<file path="src/rtl/priority_pkg.sv">
// Shared constants and helpers for the priority arbiter.
// Latency: n/a (package). Backpressure: n/a.
// Contents: MODE_FIXED / MODE_RR encodings for rr_mode, wrap_inc() pointer helper.
package priority_pkg;

  localparam logic MODE_FIXED = 1'b0;
  localparam logic MODE_RR    = 1'b1;

  // Next index after idx, wrapping n -> 0. Uses an explicit compare rather
  // than a power-of-two mask so that odd requester counts wrap correctly.
  function automatic int unsigned wrap_inc(input int unsigned idx, input int unsigned n);
    int unsigned nxt;
    nxt = idx + 1;
    return (nxt == n) ? 0 : nxt;
  endfunction

endpackage

</file>
<file path="src/rtl/priority_arbiter_if.sv">
// Grant handshake bundle between request sources / consumer and the arbiter.
// Latency: n/a (wires only). Backpressure: gnt_ready qualifies gnt_valid.
// Signals: req[N], enable, rr_mode, gnt_ready (towards arbiter); gnt_valid, gnt_idx, gnt_onehot (from arbiter).
interface priority_arbiter_if #(
  parameter int N = 8
);
  localparam int IDX_W = $clog2(N);

  logic [N-1:0]     req;
  logic             enable;
  logic             rr_mode;
  logic             gnt_ready;
  logic             gnt_valid;
  logic [IDX_W-1:0] gnt_idx;
  logic [N-1:0]     gnt_onehot;

  // master: request sources plus the grant consumer
  modport master (
    output req, enable, rr_mode, gnt_ready,
    input  gnt_valid, gnt_idx, gnt_onehot
  );

  // slave: the arbiter itself
  modport slave (
    input  req, enable, rr_mode, gnt_ready,
    output gnt_valid, gnt_idx, gnt_onehot
  );

endinterface

</file>
<file path="src/rtl/priority_arbiter_pick.sv">
// Combinational winner search: first set req bit at or after start, wrapping N-1 -> 0.
// Latency: 0 cycles (pure combinational). Backpressure: none.
// Ports: req[N], start[IDX_W], rr in; idx[IDX_W], found out. rr=0 forces start=0 (lowest index wins).
module prio_pick #(
  parameter int N = 8
) (
  input  logic [N-1:0]            req,
  input  logic [$clog2(N)-1:0]    start,
  input  logic                    rr,
  output logic [$clog2(N)-1:0]    idx,
  output logic                    found
);
  import priority_pkg::*;

  localparam int IDX_W = $clog2(N);

  // The request vector is laid out twice so a wrapping search becomes a
  // linear scan over the window [s, s+N) of the doubled vector.
  logic [2*N-1:0] dbl;
  assign dbl = {req, req};

  always_comb begin
    int s;
    idx   = '0;
    found = 1'b0;
    s     = (rr == MODE_RR) ? int'(start) : 0;
    for (int i = 0; i < 2*N; i++) begin
      if (!found && dbl[i] && (i >= s) && (i < s + N)) begin
        found = 1'b1;
        if (i >= N) idx = IDX_W'(i - N);
        else        idx = IDX_W'(i);
      end
    end
  end

endmodule

</file>
<file path="src/rtl/priority_arbiter.sv">
// Registered N-way arbiter: fixed-priority or round-robin grant with valid/ready handshake.
// Latency: 1 cycle from req sample to grant outputs; no combinational req -> output path.
// Backpressure: grant held frozen while gnt_ready=0; accept with capture gives 1 grant/cycle.
// Ports: clk, rst (sync, active-high); bus (slave modport of priority_arbiter_if).
module priority_arbiter #(
  parameter int N = 8
) (
  input  logic               clk,
  input  logic               rst,
  priority_arbiter_if.slave  bus
);
  import priority_pkg::*;

  localparam int IDX_W = $clog2(N);

  localparam logic [0:0] IDLE = 1'b0;
  localparam logic [0:0] HOLD = 1'b1;

  logic [0:0]       state;
  logic [IDX_W-1:0] gnt_idx_q;
  logic [N-1:0]     gnt_onehot_q;
  logic [IDX_W-1:0] ptr;

  logic             accept;
  logic             capture;
  logic [IDX_W-1:0] after_gnt;
  logic [IDX_W-1:0] start;
  logic [IDX_W-1:0] pick_idx;
  logic             pick_found;
  logic [N-1:0]     pick_oh;

  assign accept    = (state == HOLD) && bus.gnt_ready;
  assign after_gnt = IDX_W'(wrap_inc(32'(gnt_idx_q), N));

  // On an accept the search begins just past the index being retired, so a
  // back-to-back capture cannot hand the same requester a second grant while
  // someone else is waiting (ptr only updates at the same edge).
  assign start = accept ? after_gnt : ptr;

  prio_pick #(.N(N)) u_pick (
    .req   (bus.req),
    .start (start),
    .rr    (bus.rr_mode),
    .idx   (pick_idx),
    .found (pick_found)
  );

  // pick_found is exactly |req: the scan window always covers all N bits.
  assign capture = bus.enable && pick_found && ((state == IDLE) || accept);
  assign pick_oh = {{(N-1){1'b0}}, 1'b1} << pick_idx;

  always_ff @(posedge clk) begin
    if (rst) begin
      state        <= IDLE;
      gnt_idx_q    <= '0;
      gnt_onehot_q <= '0;
      ptr          <= '0;
    end else begin
      if (accept) begin
        ptr <= after_gnt;
      end
      if (capture) begin
        state        <= HOLD;
        gnt_idx_q    <= pick_idx;
        gnt_onehot_q <= pick_oh;
      end else if (accept) begin
        // gnt_idx keeps its last value; only valid/onehot are cleared
        state        <= IDLE;
        gnt_onehot_q <= '0;
      end
    end
  end

  assign bus.gnt_valid  = (state == HOLD);
  assign bus.gnt_idx    = gnt_idx_q;
  assign bus.gnt_onehot = gnt_onehot_q;

endmodule

</file>
<file path="src/flat_wrapper.sv">
// flat-port wrapper written by rule: the top's interface ports become plain ports
module priority_arbiter_flat import priority_pkg::*;
#(
  parameter int N = 8
)
  (clk, rst, bus_req, bus_enable, bus_rr_mode, bus_gnt_ready, bus_gnt_valid, bus_gnt_idx, bus_gnt_onehot);
  priority_arbiter_if #(.N(N)) bus_i ();
  input  logic clk;
  input  logic rst;
  input wire logic [$bits(bus_i.req)-1:0] bus_req;
  input wire logic [$bits(bus_i.enable)-1:0] bus_enable;
  input wire logic [$bits(bus_i.rr_mode)-1:0] bus_rr_mode;
  input wire logic [$bits(bus_i.gnt_ready)-1:0] bus_gnt_ready;
  output wire logic [$bits(bus_i.gnt_valid)-1:0] bus_gnt_valid;
  output wire logic [$bits(bus_i.gnt_idx)-1:0] bus_gnt_idx;
  output wire logic [$bits(bus_i.gnt_onehot)-1:0] bus_gnt_onehot;
  assign bus_i.req = bus_req;
  assign bus_i.enable = bus_enable;
  assign bus_i.rr_mode = bus_rr_mode;
  assign bus_i.gnt_ready = bus_gnt_ready;
  assign bus_gnt_valid = bus_i.gnt_valid;
  assign bus_gnt_idx = bus_i.gnt_idx;
  assign bus_gnt_onehot = bus_i.gnt_onehot;
  priority_arbiter #(.N(N)) u_core (.clk(clk), .rst(rst), .bus(bus_i));
endmodule
</file>
<file path="config.mk">
export PLATFORM = sky130hd
export DESIGN_NAME = priority_arbiter_flat
export DESIGN_NICKNAME = d
export VERILOG_FILES = /design/src/rtl/priority_pkg.sv /design/src/rtl/priority_arbiter_if.sv /design/src/rtl/priority_arbiter_pick.sv /design/src/rtl/priority_arbiter.sv /design/src/flat_wrapper.sv
export SDC_FILE = /design/constraint.sdc
export NUM_CORES = 1
export LEC_CHECK = 0
export ABC_AREA = 1
export CAP_MARGIN = 0
export CORE_UTILIZATION = 40
export DETAILED_ROUTE_END_ITERATION = 16
export GPL_TIMING_DRIVEN = 0
export PLACE_DENSITY_LB_ADDON = 0.3
export SYNTH_ARGS = -nofsm -noshare
export SYNTH_HDL_FRONTEND = slang
export SYNTH_SLANG_ARGS = --single-unit
</file>
<file path="constraint.sdc">
create_clock -name clk -period 4 [get_ports clk]
set_clock_uncertainty 0.2 [all_clocks]
set_input_delay 1 -clock clk [delete_from_list [all_inputs] [get_ports clk]]
set_output_delay 1 -clock clk [all_outputs]
set_load 0.1 [all_outputs]
</file>
==> metrics.md, run 1 <==
| Metric | Value |
|---|---|
| Post-CTS Setup Bufs | `0` |
| Most common cell after layout, fill and taps aside | `nand2_1` |
| Met2 wire length | `1150 microns` |
| Syn Nets | `170` |
| Yosys reg bits | `15` |
| Static Leak | `0.560 nW` |
| Clock slew at reported path FFs | `0.08 ns` |
| Area occupied by multi-input gates | `622 sq um` |
| Vias in the first global route | `937` |
| Layout Area Growth over Synthesis | `29.4%` |
| Mapped Cells | `156` |
| Largest net degree at the start of global routing | `11` |
| Most frequent cells in the layout | `nand2_1 (35), clkdlybuf4s50_1 (24), inv_1 (22), nand3_1 (22), nor2_1 (19)` |
| Worst path cell trace | `clkdlybuf4s50_1 > nand2_2 > buf_6 > nand2_2 > nand2_2 > nand2_1 > nand3_1 > nand3_2 > nor2_4 > nand4_2 > nor2_4 > nand4_4 > nor2_4 > nand4_4 > nand3_4 > buf_6 > nand2_1 > a21oi_1` |
| Clk sink count | `15` |
| Worst vdd ir | `0.268 mV` |
| Die X | `52.9 microns` |
| Hold path cells | `2` |
| PwrDens | `290 nW/um^2` |
| Asr flop ratio synth | `0` |
| CP required | `4.01 ns` |
| Antenna diode count | `0` |
| Fin crit share | `0.880` |
| Max Fclk | `0.284 GHz` |
| Die Ht | `52.9 microns` |
| Root buf cell | `clkbuf_4` |
| Cell variety after synth | `22` |
| Crit Path Max Fanout | `10` |
| Final Hold Vio Count | `0` |
| Routed wire per std cell | `10.9 microns` |
| Core area | `2450 sq um` |
| Final worst path period need | `3.52 ns` |
| CTS tree | `yes` |
| Register area | `300 sq um` |
| Slowest stage delay, CP | `0.51 ns` |
| Status | `finished clean` |
| Global Route Usage Sum | `0.188` |
| Final core occ | `0.545` |
| Via-to-Cell Ratio | `5.10` |
| Post-route DRC | `0` |
| Fin. max-slew vios | `0` |
| Depth of the CTS H-tree | `1` |
| # setup viols final | `0` |
| WP data arrival | `3.53 ns` |
| Most used DFF post-synth | `dfxtp_1` |
| Tightest Pin Transition | `0.969 ns` |
| Via total after detailed routing | `1092` |
| Slew margin rel. | `0.352` |
| Fillcell total | `243` |
| Grt ovf | `0` |
| Hold buffer count at CTS | `0` |
| CP max-delay cell | `clkdlybuf4s50_1` |
| Final ANT Viol Nets | `0` |
| Initial Utilization | `0.422` |
| Total length of routed wires | `2330 microns` |
| DR pass1 iterations | `4` |
| Worst Setup Slack, final | `0.480 ns` |
| CTS Buf Count | `3` |
| Post-DP HPWL | `1960 microns` |
| Layout cells sized above 1 | `0.114` |
| Met1 wire length | `1060 microns` |
| First-pass GRT wire length | `3860 microns` |
| Post-synth EDFFs | `0` |
| Post-cts sizing count | `0` |
| Drt initial violations | `25` |
| R2R depth | `18` |
| Io pins | `25` |
| Mean Syn Cell Area | `6.63 sq um` |
| Top Layer Used | `met4` |
| Final Wtd Congestion | `0.873` |
| Crit Path Category | `in -> reg` |
| Mapped cell area | `1030 sq um` |
| Final nets | `199` |
| Synthesis warning total | `0` |
| WL met3 | `109 microns` |
| Max-Cap Viols | `0` |
| DIE AREA | `2790 sq um` |
| Crit. End Element | `flop` |
| Seq/Total Area, Yosys | `0.290` |
| Place WS | `0.175 ns` |
| RSZ-0062 raised after global routing | `no` |
| Initial antenna violation count | `0` |
| Fin Setup TNS | `0 ns` |
| Port Buffers | `24` |
| CP Launch Type | `input port` |
| Clock buffer depth | `2` |
| Rows | `18` |
| HP Class | `reg -> reg` |
| Worst-Skew Late Latency | `0.29 ns` |
## registers in the layout, indices dropped and copies added (netlist names)
name	count
u_core.bus.gnt_valid	1
u_core.ptr	3
u_core.bus.gnt_onehot	8
u_core.bus.gnt_idx	3
## final timing paths
kind | start | endpoint | slack (ns)
hold reg to reg | u_core.bus.gnt_onehot[7]$_SDFFE_PP0P_ | u_core.bus.gnt_onehot[7]$_SDFFE_PP0P_ | 0.28
hold / removal | u_core.bus.gnt_onehot[7]$_SDFFE_PP0P_ | u_core.bus.gnt_onehot[7]$_SDFFE_PP0P_ | 0.28
setup / recovery | bus_gnt_ready | u_core.bus.gnt_idx[0]$_SDFFE_PP0P_ | 0.48
setup reg to reg | u_core.bus.gnt_idx[0]$_SDFFE_PP0P_ | u_core.bus.gnt_idx[0]$_SDFFE_PP0P_ | 1.22
## cell families (layout without fill, tap and decap cells)
kind of cell / Yosys count / count (layout) / share of synthesized area
compound gates: 18 / 18 / 0.0931
fa+ha+maj: 1 / 1 / 0.0121
simple gates: 96 / 96 / 0.496
buf+inv: 26 / 54 / 0.109
flops: 15 / 15 / 0.290
## where the power goes
group          leakage [nW]  internal (mW)  switching [mW]
clock network        0.0150         0.0388          0.0490
registers             0.122          0.157         0.00541
logic                 0.423         0.0430          0.0956
total                 0.560          0.238           0.150
## synthesized netlist by cell type, types with 2 or more instances
cell type / n / area, sq um
a21oi_1: 14 / 70.1
buf_6: 2 / 22.5
dfxtp_1: 15 / 300
inv_1: 22 / 82.6
nand2_1: 35 / 131
nand2_2: 4 / 25.0
nand3_1: 22 / 110
nand3_2: 2 / 20.0
nand4_1: 4 / 25.0
nand4_4: 2 / 42.5
nor2_1: 19 / 71.3
nor2_2: 2 / 12.5
nor2_4: 4 / 45.0
## critical path: cells and delay by family
family                 cells  cell delay (ns)
AND/OR/NAND/NOR           14             1.57
buffers and inverters      3             0.81
AO/OA/AOI/OAI              1             0.15
## stage by stage
step | hold WS [ns] | instances | total power, mW | instance area (sq um)
floorplan | 0.312 | 156 | 0.264 | 1030
global placement | 0.269 | 210 | 0.301 | 1310
detailed placement | 0.277 | 210 | 0.304 | 1310
CTS | 0.290 | 214 | 0.393 | 1340
global route | 0.320 | 214 | 0.409 | 1340
finish | 0.280 | 214 | 0.388 | 1340
## routing by layer
layer	vias up	GRT usage
met5	-	0
met1	498	0.235
met2	22	0.325
met3	3	0.0517
li1	569	-
met4	0	0.0263
## cell type report
type,instances,area share
timing repair buffer,24,0.179
tap,30,0.0280
buffer,3,0.0196
sequential,15,0.224
inverter,23,0.0645
clock buffer,4,0.0196
multi-input combinational,115,0.464
No activity file was read; power rests on OpenSTA's default activity.
==> run 2, diff against run 1 <==
--- a/config.mk
+++ b/config.mk
@@ -10,7 +10,7 @@
 export CORE_UTILIZATION = 40
 export DETAILED_ROUTE_END_ITERATION = 16
 export GPL_TIMING_DRIVEN = 0
-export PLACE_DENSITY_LB_ADDON = 0.3
+export PLACE_DENSITY = 0.68
 export SYNTH_ARGS = -nofsm -noshare
 export SYNTH_HDL_FRONTEND = slang
 export SYNTH_SLANG_ARGS = --single-unit
==> run 2 against run 1 <==
  * Cell count did not move
  * Register-to-register slack got worse by 0.07 ns
  * Cell area about the same
  * Combinational power hardly changed
  * Critical path depth is 1 higher
  * Fmax shrank 2.4%
  * Via count is 2.9% lower
  * Setup slack lost 0.088 ns
  * Wire length increased by 2.8%
  * First-iteration DRC count up 4.0%
  * Sequential share of layout area barely moved
  * Total power grew 0.17%
  * Critical path type unchanged
  * Largest cell class unchanged
==> metrics.md, run 2 (same netlist as run 1, synthesis figures left out) <==
| Metric | Value |
|---|---|
| CTS tree | `yes` |
| Most common cell after layout, fill and taps aside | `nand2_1` |
| Core area | `2450 sq um (unchanged)` |
| Via total after detailed routing | `1060 (-2.9%)` |
| Placed Area | `1310 sq um (unchanged)` |
| Total length of routed wires | `2400 microns (+2.8%)` |
| Max Fclk | `0.277 GHz (-2.4%)` |
| Fin crit share | `0.902 (+0.0220)` |
| DIE AREA | `2790 sq um (unchanged)` |
| Depth of the CTS H-tree | `1 (unchanged)` |
| Layout cells sized above 1 | `0.120 (+0.00543)` |
| Largest net degree at the start of global routing | `11 (unchanged)` |
| Placed insts | `210 (unchanged)` |
| Tightest Pin Transition | `0.968 ns (-0.000565 ns)` |
| Post-CTS Setup Bufs | `0 (unchanged)` |
| Final Wtd Congestion | `0.942 (+7.9%)` |
| Launch point of the worst path | `bus_gnt_ready` |
| Root buf cell | `clkbuf_4` |
| Post-route DRC | `0 (unchanged)` |
| Antenna diode count | `0 (unchanged)` |
| Die Ht | `52.9 microns (unchanged)` |
| Fin. max-slew vios | `0 (unchanged)` |
| Final instance area | `1340 sq um (about the same)` |
| Worst vdd ir | `0.303 mV (+13%)` |
| Hold buffer count at CTS | `0 (unchanged)` |
| Post-cts sizing count | `0 (unchanged)` |
| Routed wire per std cell | `11.2 microns (+2.8%)` |
| CP Launch Type | `input port` |
| Most frequent cells in the layout | `nand2_1 (35), clkdlybuf4s50_1 (24), inv_1 (22), nand3_1 (22), nor2_1 (19)` |
| # setup viols final | `0 (unchanged)` |
| Fin Setup TNS | `0 ns (unchanged)` |
| Crit. End Element | `flop` |
| Layout Area Growth over Synthesis | `29.5% (about the same)` |
| First-pass GRT wire length | `4110 microns (+6.4%)` |
| Drt initial violations | `26 (+4.0%)` |
| HP Class | `reg -> reg` |
| Number of flip-flops under the largest register name | `8 (unchanged)` |
| Static Leak | `0.563 nW (+0.49%)` |
| Slew margin rel. | `0.353 (+0.000378)` |
| Final Hold Vio Count | `0 (unchanged)` |
| Worst-Skew Late Latency | `0.28 ns (about the same)` |
| Final nets | `199 (unchanged)` |
| Vias in the first global route | `944 (+0.75%)` |
| CTS Buf Count | `3 (unchanged)` |
| Crit Path Max Fanout | `10 (unchanged)` |
| Max-Cap Viols | `0 (unchanged)` |
| Io pins | `25 (unchanged)` |
| Grt ovf | `0 (unchanged)` |
| DR pass1 iterations | `4 (unchanged)` |
| Finished Layout Cells | `214 (unchanged)` |
| Clock slew at reported path FFs | `0.09 ns (about the same)` |
| Worst r2r src | `u_core.bus.gnt_idx[0]$_SDFFE_PP0P_` |
| Min-Delay Startpoint | `u_core.bus.gnt_onehot[4]$_SDFFE_PP0P_` |
| Final ANT Viol Nets | `0 (unchanged)` |
| Die X | `52.9 microns (unchanged)` |
| Via-to-Cell Ratio | `4.95 (-2.9%)` |
| Global Route Usage Sum | `0.200 (+0.0118)` |
| RSZ-0062 raised after global routing | `no` |
| PwrDens | `290 nW/um^2 (about the same)` |
| Initial antenna violation count | `0 (unchanged)` |
| Final worst path period need | `3.61 ns (+0.0880 ns)` |
| Clk sink count | `15 (unchanged)` |
| Port Buffers | `24 (unchanged)` |
| WP data arrival | `3.63 ns (+0.10 ns)` |
| Status | `finished clean` |
| Rows | `18 (unchanged)` |
| Crit Path Category | `in -> reg` |
| Clock buffer depth | `2 (unchanged)` |
| CP required | `4.02 ns (about the same)` |
| Post-DP HPWL | `1900 microns (-3.0%)` |
| Initial Utilization | `0.422 (unchanged)` |
[run 2: changes by cell type in the layout (fill, tap and decap cells not counted)]
cell | before | now
clkbuf_1 | 2 | 1
clkinv_2 | 0 | 1
[run 2: layer usage]
layer | vias up | wire (microns) | GRT usage
met2 | 18 | 1130 | 0.306
met5 | - | 0 | 0
met1 | 473 | 1150 | 0.270
li1 | 565 | - | -
met3 | 4 | 95 | 0.0517
met4 | 0 | 26 | 0.0614
[run 2: stage by stage]
step	hold slack (ns)	power (mW)	setup WS, ns	util
floorplan	0.312	0.264	0.760	-
global placement	0.271	0.301	0.160	0.535
detailed placement	0.274	0.303	0.107	0.535
CTS	0.288	0.393	0.402	0.546
global route	0.315	0.414	0.136	0.546
finish	0.287	0.389	0.392	0.546
[run 2: area by class of cell]
cell class / count / area, sq um
clock inverter: 1 / 5.00
buffer: 3 / 26.3
timing repair buffer: 24 / 240
clock buffer: 3 / 22.5
sequential: 15 / 300
fill: 242 / 1110
multi-input combinational: 115 / 622
inverter: 23 / 86.3
tap: 30 / 37.5
[run 2: report_power, final]
group / total (mW) / internal [mW] / leakage, nW / switching, mW
clock: 0.0887 / 0.0371 / 0.0177 / 0.0516
sequential: 0.162 / 0.157 / 0.122 / 0.00535
combinational: 0.138 / 0.0429 / 0.423 / 0.0954
total: 0.389 / 0.237 / 0.563 / 0.152
[run 2: critical path: stages]
cell             delay, ns
clkdlybuf4s50_1       0.51
nand2_2               0.17
buf_6                 0.16
nand2_2               0.05
nand2_2               0.06
nand2_1               0.09
nand3_1               0.13
nand3_2               0.13
nor2_4                0.13
nand4_2               0.12
nor2_1                0.28
nor2_1                0.10
o311ai_0              0.12
inv_1                 0.09
nand2_1               0.11
nor2_2                0.07
nor2_4                0.11
nand2_1               0.08
a21oi_1               0.12
[run 2: final timing paths]
check | endpoint | slack (ns) | depth (start not counted)
setup / recovery | u_core.bus.gnt_onehot[6]$_SDFFE_PP0P_ | 0.39 | 19
hold reg to reg | u_core.bus.gnt_onehot[4]$_SDFFE_PP0P_ | 0.29 | 2
hold / removal | u_core.bus.gnt_onehot[4]$_SDFFE_PP0P_ | 0.29 | 2
setup reg to reg | u_core.bus.gnt_onehot[6]$_SDFFE_PP0P_ | 1.15 | 19
